<file path="config.mk">
export PLATFORM = sky130hd
export DESIGN_NAME = div_seq
export DESIGN_NICKNAME = d
export VERILOG_FILES = /design/src/rtl/div_pkg.sv /design/src/rtl/div_step.sv /design/src/rtl/div_seq.sv
export SDC_FILE = /design/constraint.sdc
export NUM_CORES = 1
export LEC_CHECK = 0
export CAP_MARGIN = 20
export CORE_ASPECT_RATIO = 1.25
export CORE_MARGIN = 5
export CORE_UTILIZATION = 50
export CTS_CLUSTER_DIAMETER = 120
export DETAILED_ROUTE_END_ITERATION = 10
export PLACE_DENSITY = 0.72
export RECOVER_POWER = 25
export SETUP_SLACK_MARGIN = 0.5
export SLEW_MARGIN = 5
export SYNTH_ARGS = -nofsm -noshare
export SYNTH_HDL_FRONTEND = slang
export SYNTH_HIERARCHICAL = 1
export SYNTH_SLANG_ARGS = --single-unit
</file>
<file path="constraint.sdc">
create_clock -name clk -period 3.05 [get_ports clk]
set_input_delay 0.61 -clock clk [delete_from_list [all_inputs] [get_ports clk]]
set_output_delay 0.61 -clock clk [all_outputs]
set_load 0.05 [all_outputs]
</file>
<file path="src/rtl/div_pkg.sv">
// Shared types and default widths for the sequential signed divider.
package div_pkg;

    typedef enum logic [1:0] {
        ST_IDLE   = 2'd0,
        ST_DIVIDE = 2'd1,
        ST_OUTPUT = 2'd2
    } state_t;

    localparam int DIV_N_W = 8;
    localparam int DIV_D_W = 4;

endpackage

</file>
<file path="src/rtl/div_step.sv">
// One restoring-division step: shift in the next dividend bit, trial-subtract
// the divisor magnitude, keep the difference only when it does not borrow.
module div_step
    import div_pkg::*;
#(
    parameter int D_W = DIV_D_W
) (
    input  logic [D_W:0] rem_i,
    input  logic         bit_i,
    input  logic [D_W:0] dmag_i,
    output logic [D_W:0] rem_o,
    output logic         qbit_o
);

    logic [D_W+1:0] shift_s;
    logic [D_W+1:0] dext_s;

    // Trial subtraction and quotient bit select
    always_comb begin
        shift_s = {rem_i, bit_i};
        dext_s  = {1'b0, dmag_i};
        if (shift_s >= dext_s) begin
            qbit_o = 1'b1;
            rem_o  = (D_W+1)'(shift_s - dext_s);
        end else begin
            qbit_o = 1'b0;
            rem_o  = shift_s[D_W:0];
        end
    end

endmodule

</file>
<file path="src/rtl/div_seq.sv">
// Sequential signed divider: magnitudes are divided one quotient bit per cycle,
// signs are applied on the way out, with divide-by-zero and overflow handling.
module div_seq
    import div_pkg::*;
#(
    parameter int N_W = DIV_N_W,
    parameter int D_W = DIV_D_W
) (
    input  logic           clk,
    input  logic           rst,
    input  logic           start,
    input  logic [N_W-1:0] a,
    input  logic [D_W-1:0] b,
    output logic           busy,
    output logic           done,
    output logic [N_W-1:0] q,
    output logic [D_W-1:0] r,
    output logic           dbz,
    output logic           ovf
);

    localparam int             CNT_W   = (N_W > 1) ? $clog2(N_W) : 1;
    localparam logic [N_W:0]   MIN_MAG = {2'b01, {(N_W-1){1'b0}}};
    localparam logic [N_W-1:0] Q_SAT   = {1'b0, {(N_W-1){1'b1}}};

    state_t           state_q, state_d;
    logic [CNT_W-1:0] cnt_q, cnt_d;
    logic [N_W-1:0]   dvd_q, dvd_d;
    logic [D_W:0]     rem_q, rem_d;
    logic [D_W:0]     dmag_q, dmag_d;
    logic             sa_q, sa_d, sb_q, sb_d;
    logic             ovf_pend_q, ovf_pend_d;
    logic             busy_q, busy_d, done_q, done_d;
    logic             dbz_q, dbz_d, ovf_q, ovf_d;
    logic [N_W-1:0]   q_q, q_d;
    logic [D_W-1:0]   r_q, r_d;

    logic [N_W:0]     a_mag_s;
    logic [D_W:0]     b_mag_s;
    logic [D_W:0]     rem_step_s;
    logic             qbit_s;
    logic [N_W-1:0]   quo_s;

    // One extra bit so the most negative dividend has an exact magnitude
    assign a_mag_s = a[N_W-1] ? -{a[N_W-1], a} : {a[N_W-1], a};
    assign b_mag_s = b[D_W-1] ? -{b[D_W-1], b} : {b[D_W-1], b};
    assign quo_s   = {dvd_q[N_W-2:0], qbit_s};

    div_step #(.D_W(D_W)) u_step (
        .rem_i  (rem_q),
        .bit_i  (dvd_q[N_W-1]),
        .dmag_i (dmag_q),
        .rem_o  (rem_step_s),
        .qbit_o (qbit_s)
    );

    // Next-state and datapath update
    always_comb begin
        state_d    = state_q;
        cnt_d      = cnt_q;
        dvd_d      = dvd_q;
        rem_d      = rem_q;
        dmag_d     = dmag_q;
        sa_d       = sa_q;
        sb_d       = sb_q;
        ovf_pend_d = ovf_pend_q;
        busy_d     = busy_q;
        done_d     = 1'b0;
        dbz_d      = dbz_q;
        ovf_d      = ovf_q;
        q_d        = q_q;
        r_d        = r_q;
        case (state_q)
            ST_IDLE: begin
                if (start) begin
                    sa_d       = a[N_W-1];
                    sb_d       = b[D_W-1];
                    dvd_d      = N_W'(a_mag_s);
                    dmag_d     = b_mag_s;
                    rem_d      = '0;
                    cnt_d      = CNT_W'(N_W - 1);
                    ovf_pend_d = (a_mag_s == MIN_MAG) && (b == '1);
                    busy_d     = 1'b1;
                    if (b == '0) begin
                        state_d = ST_OUTPUT;
                        done_d  = 1'b1;
                        q_d     = '1;
                        r_d     = a[D_W-1:0];
                        dbz_d   = 1'b1;
                        ovf_d   = 1'b0;
                    end else begin
                        state_d = ST_DIVIDE;
                    end
                end else begin
                    state_d = ST_IDLE;
                end
            end
            ST_DIVIDE: begin
                dvd_d = quo_s;
                rem_d = rem_step_s;
                if (cnt_q == '0) begin
                    state_d = ST_OUTPUT;
                    done_d  = 1'b1;
                    dbz_d   = 1'b0;
                    if (ovf_pend_q) begin
                        q_d   = Q_SAT;
                        r_d   = '0;
                        ovf_d = 1'b1;
                    end else begin
                        q_d   = (sa_q ^ sb_q) ? -quo_s : quo_s;
                        r_d   = D_W'(sa_q ? -rem_step_s : rem_step_s);
                        ovf_d = 1'b0;
                    end
                end else begin
                    cnt_d = cnt_q - CNT_W'(1);
                end
            end
            ST_OUTPUT: begin
                state_d = ST_IDLE;
                busy_d  = 1'b0;
            end
            default: begin
                state_d = ST_IDLE;
                busy_d  = 1'b0;
            end
        endcase
    end

    // State and datapath registers with synchronous reset
    always_ff @(posedge clk) begin
        if (rst) begin
            state_q    <= ST_IDLE;
            cnt_q      <= '0;
            dvd_q      <= '0;
            rem_q      <= '0;
            dmag_q     <= '0;
            sa_q       <= 1'b0;
            sb_q       <= 1'b0;
            ovf_pend_q <= 1'b0;
            busy_q     <= 1'b0;
            done_q     <= 1'b0;
            dbz_q      <= 1'b0;
            ovf_q      <= 1'b0;
            q_q        <= '0;
            r_q        <= '0;
        end else begin
            state_q    <= state_d;
            cnt_q      <= cnt_d;
            dvd_q      <= dvd_d;
            rem_q      <= rem_d;
            dmag_q     <= dmag_d;
            sa_q       <= sa_d;
            sb_q       <= sb_d;
            ovf_pend_q <= ovf_pend_d;
            busy_q     <= busy_d;
            done_q     <= done_d;
            dbz_q      <= dbz_d;
            ovf_q      <= ovf_d;
            q_q        <= q_d;
            r_q        <= r_d;
        end
    end

    assign busy = busy_q;
    assign done = done_q;
    assign q    = q_q;
    assign r    = r_q;
    assign dbz  = dbz_q;
    assign ovf  = ovf_q;

endmodule

</file>
==> impl_metrics.csv, run 1 <==
group,metric,value,unit
worst_setup_path,r2r-start,"dvd_q[7]",
min_path,hold_path_class,"reg -> reg",
global_routing,grt_pass1_wl,9240,um
sta,rsz0062_at_grt,"yes",
global_routing,top_usage_layer,"met2",
sta,max-slew-margin-rel,0.530,
global_routing,grt_use_met1,0.209,
worst_setup_path,setup.worst_path.class,"reg -> reg",
cells_and_area,nets,349,
floorplan,rows,28,
clock_network,clk_latency,300,ps
worst_setup_path,crit_required,3240,ps
clock_network,cts.clk_slew.worst_paths,90,ps
power,p_per_area,577,nW/um2
run,drv_cap,0,
detailed_routing,wl_per_cell,14.5,um
clock_network,cts_root_buf,"clkbuf_8",
detailed_routing,drt_pre_antenna_iters,4,
yosys,synth.top_cells.by_area,"dfxtp_1 (36%), ha_1 (6.4%), nor2_1 (5.2%)",
placed_design,hpwl,3880,um
worst_setup_path,slowest_delay,350,ps
sta,min_period_over_period,0.848,
sta,tns,0,ps
clock_network,cts_buffers,5,
yosys,ys_dominant_reg_cell,"dfxtp_1",
sta,min_period,2590,ps
sta,finalHoldViolCount,0,
floorplan,initial_core_util,0.507,
detailed_routing,via_count,2106,
floorplan,core,4660,um2
min_path,min-delay-start,"dmag_q[3]",
cells_and_area,area_growth,28.5,%
worst_setup_path,crit_chain,"inv_2 -> ha_4 -> inv_2 -> fa_2 -> a21oi_2 -> o21ai_2 -> nor2_4 -> mux2i_2 -> inv_2 -> ha_4 -> nand2b_4 -> xnor2_2 -> a222oi_1 -> nor2_1",
floorplan,dieArea,6210,um2
global_routing,met2_usage,0.344,
detailed_routing,dr.first_iter.drc_count,157,
detailed_routing,drc,0,
worst_setup_path,crit_path_max_fanout,4,
clock_network,cts_max_level,2,
global_routing,antenna_found_initial,0,
detailed_routing,ant_nets,0,
placed_design,gp_congestion,0.772,
yosys,synth_edf_count,0,
cells_and_area,drive_gt1_frac,0.189,
floorplan,dieWidth,71.5,um
sta,skew,12.6,ps
yosys,yosysTopAreaCell,"dfxtp_1",
cells_and_area,post-route-util,0.652,
yosys,synthArstFlopShare,0,
cells_and_area,diodes,0,
sta,fmax,0.387,GHz
power,vdd_drop_max,0.000292,V
yosys,syn-cell-area,2360,um2
yosys,ys_ff_latch,42,
power,p_leak,1.15,nW
worst_setup_path,critPathLaunchType,"register",
yosys,synthCells,278,
yosys,avgSynthCellArea,8.50,um2
placed_design,placed_area,2690,um2
placed_design,io_buffers,30,
detailed_routing,wl,5540,um
worst_setup_path,slowest_stage,"fa_2",
global_routing,grt_util_met3,0.0381,
yosys,synth_fp_nets,306,
clock_network,cts_tree,"built",
sta,setup_viol,0,
yosys,synth.most_common_cell,"dfxtp_1",
worst_setup_path,crit_start,"dvd_q[7]",
clock_network,cts_max_path_buffers,2,
floorplan,ioPinCount,31,
worst_setup_path,cp_common_cell,"inv_2",
cells_and_area,fill_cells,370,
worst_setup_path,arrival,2780,ps
floorplan,die_y,86.9,um
global_routing,grt_pass1_vias,2029,
yosys,ys_types,53,
run_status,status,"complete, no violations",
detailed_routing,drt-vias-per-instance,5.51,
cells_and_area,design_area,3040,um2
clock_network,numClockSinks,42,
yosys,yosysTopAreaCellShare,0.356,
global_routing,track_usage,0.186,
sta,drv_slew,0,
global_routing,grt_overflow,0,
worst_setup_path,worstSetupEndpointType,"register",
yosys,synth_common_cells,"dfxtp_1 (42), nor2_1 (33), a21oi_1 (20), nand2_1 (19), inv_1 (18)",
global_routing,grt_max_degree,24,
sta,worst_pin_slew,700,ps
yosys,synth_seq_area_share,0.356,
yosys,yosysWarnings,6,
critical path: cells and delay by family (launching register included):
family          cells  cell delay, ps
compound gates      3             540
simple gates        3             400
xor+xnor            1             130
buf+inv             3             180
fa+ha+maj           3             640
mux                 1             260
flops               1             330
kinds of logic after synthesis:
group,synth area share
simple gates,0.240
mux,0.0318
compound gates,0.184
flops,0.356
xor+xnor,0.0556
buf+inv,0.0609
fa+ha+maj,0.0720
report_power, final:
| part | switching, W | internal [W] |
|---|---|---|
| combinational | 0.000360 | 0.000313 |
| sequential | 0.0000407 | 0.000597 |
| clock | 0.000201 | 0.000241 |
placed cells by master, fill, tap and decap left out, types with 3 or more instances in the layout:
| cell | netlist | final |
|---|---|---|
| dfxtp_1 | 42 | 40 |
| nor2_1 | 33 | 33 |
| clkdlybuf4s50_1 | 0 | 27 |
| a21oi_1 | 20 | 20 |
| nand2_1 | 19 | 19 |
| buf_4 | 1 | 15 |
| a211oi_1 | 15 | 14 |
| inv_1 | 18 | 13 |
| xnor2_1 | 13 | 12 |
| nor3_1 | 12 | 11 |
| nand3_1 | 9 | 9 |
| ha_1 | 12 | 9 |
| nand2b_1 | 7 | 6 |
| a222oi_1 | 5 | 5 |
| clkbuf_8 | 0 | 5 |
| buf_6 | 2 | 5 |
| inv_2 | 0 | 4 |
| o21ai_0 | 5 | 4 |
| nor2b_1 | 3 | 3 |
| or3_1 | 3 | 3 |
| ha_4 | 0 | 3 |
| dlygate4sd3_1 | 0 | 3 |
| mux2_4 | 3 | 3 |
flip-flops by register name, indices dropped and copies added, names as in the netlist, 2 cells and up:
register and cells:
dvd_q 8, q 8, dmag_q 5, rem_q 5
r 4, cnt_q 3, state_q 2
repair_timing:
item,in CTS,in global routing
pin swaps,10,18
resized for setup,13,15
hold buffers,0,0
setup endpoints to repair,3,7
setup buffers,11,6
through the flow:
step / setup WS, ps / instances / total power (W) / hold WS [ps]
2_1_floorplan: 505 / 278 / 0.00106 / 432
3_3_place_gp: 422 / 357 / 0.00118 / 447
3_5_place_dp: 311 / 357 / 0.00119 / 451
4_1_cts: 456 / 376 / 0.00170 / 461
5_1_grt: 310 / 382 / 0.00186 / 492
6_report: 465 / 382 / 0.00175 / 455
routing by layer:
| metal | share of wire | vias to the layer above |
|---|---|---|
| met4 | 0.017 | 0 |
| met5 | 0 | - |
| li1 | - | 1063 |
| met3 | 0.061 | 10 |
| met2 | 0.52 | 58 |
| met1 | 0.40 | 975 |
final timing paths:
path,end,slack [ps],cells past startpoint
max,r[2],460,14
min,dmag_q[3],450,2
max reg2reg,r[2],460,14
min reg2reg,dmag_q[3],450,2
layout make-up:
class / count / area (um2) / area share
repair buffers: 51 / 473 / 0.156
multi-input cells: 203 / 1470 / 0.483
flip-flops and latches: 42 / 843 / 0.278
clock buffers: 5 / 68.8 / 0.0227
well taps: 60 / 75.1 / 0.0247
inverters: 18 / 70.1 / 0.0231
clock inverters: 3 / 40.0 / 0.0132
No activity file was read; power rests on OpenSTA's default activity.
==> run 2, diff against run 1 <==
--- a/config.mk
+++ b/config.mk
@@ -11,7 +11,7 @@
 export CORE_UTILIZATION = 50
 export CTS_CLUSTER_DIAMETER = 120
 export DETAILED_ROUTE_END_ITERATION = 10
-export PLACE_DENSITY = 0.72
+export PLACE_DENSITY = 0.75
 export RECOVER_POWER = 25
 export SETUP_SLACK_MARGIN = 0.5
 export SLEW_MARGIN = 5
==> constraint.sdc (replaced) <==
create_clock -name clk -period 2.3 [get_ports clk]
set_input_delay 0.46 -clock clk [delete_from_list [all_inputs] [get_ports clk]]
set_output_delay 0.46 -clock clk [all_outputs]
set_load 0.05 [all_outputs]
==> run 2 against run 1 <==
Compared with the run above:
- the flow now finishes with violations (negative setup slack)
- first-iteration DRC count decreased by 9.6%
- highest routed layer unchanged
- register-to-register slack got worse by 900 ps
- via count rose by 11%
- clock skew down 2.7 ps
- wire length grew 18%
- worst setup slack got worse by 900 ps
- sequential share of layout area decreased by 2.6 points
- sequential cell count is the same
- combinational power is 58% higher
- die area is the same
- count of clock-buffer cells in the layout rose by 2
==> impl_metrics.csv, run 2 (synthesis results as in run 1) <==
group,metric,value,unit
run_status,status,"complete, but fails checks",
run_status,violations,"negative setup slack",
power,p_leak,1.39,nW
sta,setup_viol,11,
worst_setup_path,r2r_setup_slack,-440,ps
worst_setup_path,r2r-start,"dvd_q[7]",
sta,drv_slew,0,
worst_setup_path,setup.worst_path.class,"reg -> reg",
global_routing,grt_overflow,0,
min_path,hold_path_class,"reg -> reg",
power,p_per_area,720,nW/um2
detailed_routing,drc,0,
detailed_routing,drt_pre_antenna_iters,4,
floorplan,dieArea,6210,um2
global_routing,antenna_found_initial,0,
sta,skew,9.94,ps
power,vdd_drop_max,0.000451,V
worst_setup_path,arrival,2920,ps
floorplan,die_y,86.9,um
cells_and_area,drive_gt1_frac,0.294,
detailed_routing,drt-vias-per-instance,5.71,
cells_and_area,diodes,0,
placed_design,hpwl,4290,um
detailed_routing,wl,6550,um
clock_network,clk_latency,300,ps
worst_setup_path,crit_chain,"inv_2 -> ha_4 -> inv_2 -> fa_2 -> a21oi_4 -> o21ai_4 -> nor2_4 -> mux2i_2 -> inv_2 -> ha_4 -> nand2b_4 -> xnor2_2 -> a222oi_1 -> nor2_1",
sta,max-slew-margin-rel,0.482,
global_routing,grt_pass1_vias,2151,
power,fin_total_pwr,0.00241,W
placed_design,io_buffers,30,
detailed_routing,wl_per_cell,16.0,um
cells_and_area,layout_common_cells,"buf_4 (43), dfxtp_1 (40), nor2_1 (32)",
sta,tns,-2580,ps
worst_setup_path,crit_path_end,"r[2]",
worst_setup_path,worstSetupEndpointType,"register",
floorplan,ioPinCount,31,
worst_setup_path,worst-path-buf-inv,3,
sta,fmax,0.365,GHz
sta,setup_slack,-439,ps
global_routing,grt_pass1_wl,9870,um
sta,min_period,2740,ps
detailed_routing,dr.first_iter.drc_count,142,
clock_network,cts_max_path_buffers,2,
detailed_routing,via_count,2342,
worst_setup_path,crit_path_max_fanout,4,
clock_network,cts_root_buf,"clkbuf_8",
clock_network,cts_buffers,5,
cells_and_area,area_growth,41.7,%
cells_and_area,fill_cells,354,
worst_setup_path,critPathLaunchType,"register",
clock_network,numClockSinks,42,
sta,finalHoldViolCount,0,
worst_setup_path,slowest_stage,"fa_2",
clock_network,cts_max_level,2,
cells_and_area,layout_commonest_cell,"buf_4",
sta,worst_pin_slew,772,ps
floorplan,initial_core_util,0.507,
worst_setup_path,crit_start,"dvd_q[7]",
worst_setup_path,path_depth,14,
cells_and_area,finalNonFillerCells,410,
worst_setup_path,slowest_delay,370,ps
placed_design,gp_congestion,0.830,
worst_setup_path,reg2reg_to,"r[2]",
sta,rsz0062_at_grt,"yes",
cells_and_area,nets,377,
placed_design,placedCellCount,382,
worst_setup_path,cp_top_family,"adder cells",
floorplan,rows,28,
global_routing,grt_max_degree,26,
cells_and_area,design_area,3350,um2
sta,min_period_over_period,1.19,
detailed_routing,ant_nets,0,
worst_setup_path,crit_required,2490,ps
global_routing,track_usage,0.202,
clock_network,cts_tree,"built",
floorplan,dieWidth,71.5,um
placed_design,placed_area,2900,um2
worst_setup_path,cp_common_cell,"inv_2",
worst_setup_path,ff2ff_path_depth,14,
floorplan,core,4660,um2
run,drv_cap,0,
clock_network,cts.clk_slew.worst_paths,80,ps
[run 2: cell count changes in the layout (fill, tap and decap cells not counted), sizes merged]
cell,before,now
clkinv,2,1
dlygate4sd3,3,0
bufinv,1,0
dlygate4sd2,0,19
clkdlybuf4s50,27,9
buf,20,48
clkbuf,6,8
dlymetal6s2s,0,2
[run 2: area by class of cell]
type                    count  area [um2]  share of cell area
flip-flops and latches     42         843               0.252
clock inverters             1        5.00             0.00149
clock buffers               7        86.3              0.0258
multi-input cells         203        1550               0.463
well taps                  60        75.1              0.0224
repair buffers             79         719               0.215
inverters                  18        70.1              0.0209
[run 2: worst min-delay path by stage]
stage,start,to,cells after the start
6_report,dmag_q[3],dmag_q[3],2
3_3_place_gp,ovf,ovf,2
2_1_floorplan,dmag_q[3],dmag_q[3],2
3_5_place_dp,dmag_q[3],dmag_q[3],2
5_1_grt,ovf,ovf,2
4_1_cts,dmag_q[3],dmag_q[3],2
[run 2: report_power, final]
group | switching [W] | internal (W)
Sequential | 0.0000562 | 0.000791
Combinational | 0.000551 | 0.000509
Clock | 0.000261 | 0.000242
[run 2: timing repair]
item | 4_1_cts | 5_1_grt
hold buffers | 0 | 0
setup buffers | 10 | 8
setup endpoints to repair | 40 | 24
cloned | 1 | 1
pin swaps | 24 | 11
gates resized for setup | 50 | 17
[run 2: stage by stage]
| stage | worst slack [ps] | utilization | hold WS (ps) |
|---|---|---|---|
| finish | -439 | 0.719 | 456 |
| global route | -548 | 0.719 | 486 |
| CTS | -288 | 0.682 | 459 |
| detailed placement | -356 | 0.622 | 450 |
| global placement | -254 | 0.622 | 444 |
| floorplan | -244 | - | 432 |
[run 2: metal layers]
metal | up-vias | global-route usage | part of all wire
li1 | 1129 | - | -
met1 | 1129 | 0.212 | 0.37
met2 | 64 | 0.374 | 0.55
met3 | 20 | 0.0393 | 0.042
met4 | 0 | 0.106 | 0.039
met5 | - | 0 | 0
[run 2: worst reg2reg max path, cell delays in order (launching register included)]
cell and delay, ps:
dfxtp_2 320, inv_2 70, ha_4 140, inv_2 40
fa_2 370, a21oi_4 220, o21ai_4 100, nor2_4 190
mux2i_2 280, inv_2 90, ha_4 160, nand2b_4 140
xnor2_2 140, a222oi_1 310, nor2_1 70
==> run 3, diff against run 2 <==
--- a/config.mk
+++ b/config.mk
@@ -13,7 +13,6 @@
 export DETAILED_ROUTE_END_ITERATION = 10
 export PLACE_DENSITY = 0.75
 export RECOVER_POWER = 25
-export SETUP_SLACK_MARGIN = 0.5
 export SLEW_MARGIN = 5
 export SYNTH_ARGS = -nofsm -noshare
 export SYNTH_HDL_FRONTEND = slang
==> run 3 against run 2 <==
Compared with the run above:
- the run still ends with negative setup slack left
- wire length increased by 3.0%
- first-iteration DRC count increased by 35%
- total power rose by 4.1%
- worst hold slack barely moved
- register-to-register slack about the same
- sequential power increased by 0.6%
- via count fell by 0.56%
- cell count fell by 1.2%
- die area stayed put
- fmax is 0.35% higher
- critical endpoint unchanged
- largest cell class unchanged
- highest routed layer unchanged
==> impl_metrics.csv, run 3 (synthesis results as in run 1) <==
group,metric,value,unit
run_status,status,"complete, but fails checks",
run_status,violations,"negative setup slack",
worst_setup_path,critPathLaunchType,"register",
cells_and_area,finalNonFillerCells,405,
cells_and_area,drive_gt1_frac,0.290,
cells_and_area,multi_input_area,1570,um2
clock_network,cts_max_path_buffers,2,
worst_setup_path,crit_chain,"inv_2 -> ha_4 -> inv_2 -> fa_2 -> a21oi_4 -> o21ai_4 -> nor2_4 -> mux2i_2 -> inv_2 -> ha_4 -> nand2b_4 -> xnor2_1 -> a222oi_1 -> nor2_1",
global_routing,grt_overflow,0,
cells_and_area,area_growth,40.9,%
cells_and_area,post-route-util,0.715,
sta,setup_slack,-429,ps
detailed_routing,wl,6740,um
power,power_frac_clock,0.200,
placed_design,gp_congestion,0.861,
detailed_routing,ant_nets,0,
worst_setup_path,setup.worst_path.class,"reg -> reg",
power,internal-power,0.00160,W
sta,rsz0062_at_grt,"yes",
sta,skew,9.35,ps
global_routing,antenna_found_initial,0,
cells_and_area,layout_commonest_cell,"dfxtp_1",
clock_network,cts_tree,"built",
min_path,hold_path_class,"reg -> reg",
floorplan,die_y,86.9,um
run,drv_cap,0,
floorplan,ioPinCount,31,
sta,min_period,2730,ps
worst_setup_path,slowest_stage,"fa_2",
global_routing,grt_pass1_wl,10800,um
detailed_routing,drt-vias-per-instance,5.75,
global_routing,grt_util_met3,0.0439,
cells_and_area,layout_common_cells,"dfxtp_1 (40), buf_4 (35), clkdlybuf4s50_1 (30)",
sta,max-slew-margin-rel,0.240,
floorplan,rows,28,
worst_setup_path,worst-path-buf-inv,3,
power,p_per_area,754,nW/um2
sta,hold_slack,456,ps
detailed_routing,drc,0,
clock_network,cts.clk_slew.worst_paths,80,ps
floorplan,initial_core_util,0.507,
global_routing,grt_use_met1,0.206,
clock_network,cts_max_level,2,
clock_network,cts_buffers,5,
global_routing,track_usage,0.220,
global_routing,met2_usage,0.421,
clock_network,postCtsHoldBufs,0,
worst_setup_path,slowest_delay,370,ps
power,fin_total_pwr,0.00251,W
placed_design,hpwl,4370,um
global_routing,top_usage_layer,"met2",
floorplan,core,4660,um2
worst_setup_path,arrival,2910,ps
sta,drv_slew,0,
sta,tns,-1940,ps
cells_and_area,fill_cells,340,
sta,fmax,0.366,GHz
worst_setup_path,worstSetupEndpointType,"register",
power,switching_share,0.363,
cells_and_area,nets,372,
placed_design,placedCellCount,379,
power,vdd_drop_max,0.000399,V
worst_setup_path,cp_top_family,"adder cells",
clock_network,clk_latency,300,ps
global_routing,grt_max_degree,28,
sta,min_period_over_period,1.19,
worst_setup_path,crit_required,2480,ps
clock_network,cts_root_buf,"clkbuf_8",
power,p_leak,1.26,nW
clock_network,numClockSinks,42,
detailed_routing,via_count,2329,
placed_design,io_buffers,30,
global_routing,grt_pass1_vias,2346,
sta,finalHoldViolCount,0,
power,combinationalPowerShare,0.460,
floorplan,dieWidth,71.5,um
sta,setup_viol,10,
detailed_routing,drt_pre_antenna_iters,4,
cells_and_area,diodes,0,
worst_setup_path,crit_path_max_fanout,4,
power,p_switching,0.000911,W
cells_and_area,seq_area,843,um2
sta,worst_pin_slew,1130,ps
worst_setup_path,cp_common_cell,"inv_2",
floorplan,dieArea,6210,um2
detailed_routing,wl_per_cell,16.6,um
power,power_frac_seq,0.339,
detailed_routing,dr.first_iter.drc_count,191,
-- run 3: cell count changes in the layout (fill, tap and decap cells not counted), sizes merged --
| cell | before | now |
|---|---|---|
| clkdlybuf4s50 | 9 | 30 |
| dlygate4sd2 | 19 | 0 |
| buf | 48 | 44 |
| dlymetal6s2s | 2 | 0 |
| clkbuf | 8 | 7 |
-- run 3: stage by stage --
stage          setup slack, ps  area [um2]
4_1_cts                   -266        3210
2_1_floorplan             -245        2360
6_report                  -429        3330
3_3_place_gp              -274        2870
5_1_grt                   -539        3330
3_5_place_dp              -381        2870
-- run 3: routing by layer --
| metal | wire (um) | vias to the layer above |
|---|---|---|
| li1 | - | 1112 |
| met5 | 0 | - |
| met4 | 240 | 0 |
| met2 | 3710 | 71 |
| met1 | 2470 | 1125 |
| met3 | 325 | 21 |
-- run 3: worst paths after layout --
| check | startpoint | to | slack, ps | cells past startpoint |
|---|---|---|---|---|
| max reg2reg | dvd_q[7] | r[2] | -430 | 14 |
| max | dvd_q[7] | r[2] | -430 | 14 |
| min | dmag_q[3] | dmag_q[3] | 460 | 2 |
| min reg2reg | dmag_q[3] | dmag_q[3] | 460 | 2 |
-- run 3: area by class of cell --
| class | count | share of cell area |
|---|---|---|
| tap | 60 | 0.0225 |
| clock buffer | 7 | 0.0259 |
| multi-input combinational | 203 | 0.471 |
| sequential | 42 | 0.253 |
| inverter | 18 | 0.0233 |
| clock inverter | 1 | 0.00150 |
| timing repair buffer | 74 | 0.202 |
-- run 3: tightest hold or removal path, cell delays in order (launching register included) --
cell	delay, ps
dfxtp_1	310
nand2_1	50
a21oi_1	50
-- run 3: repair_timing --
action                                  4_1_cts  5_1_grt
endpoints found under the setup margin        7       15
setup buffers                                19       11
resized for setup                            34       27
cloned                                        0        0
pin swaps                                    20       20
-- run 3: power groups by stage --
stage          sequential (W)  clock, W  combinational [W]
2_1_floorplan        0.000928         0           0.000482
3_3_place_gp         0.000859         0           0.000792
3_5_place_dp         0.000861         0           0.000814
4_1_cts              0.000846  0.000504            0.00105
5_1_grt              0.000861  0.000536            0.00123
6_report             0.000852  0.000503            0.00115
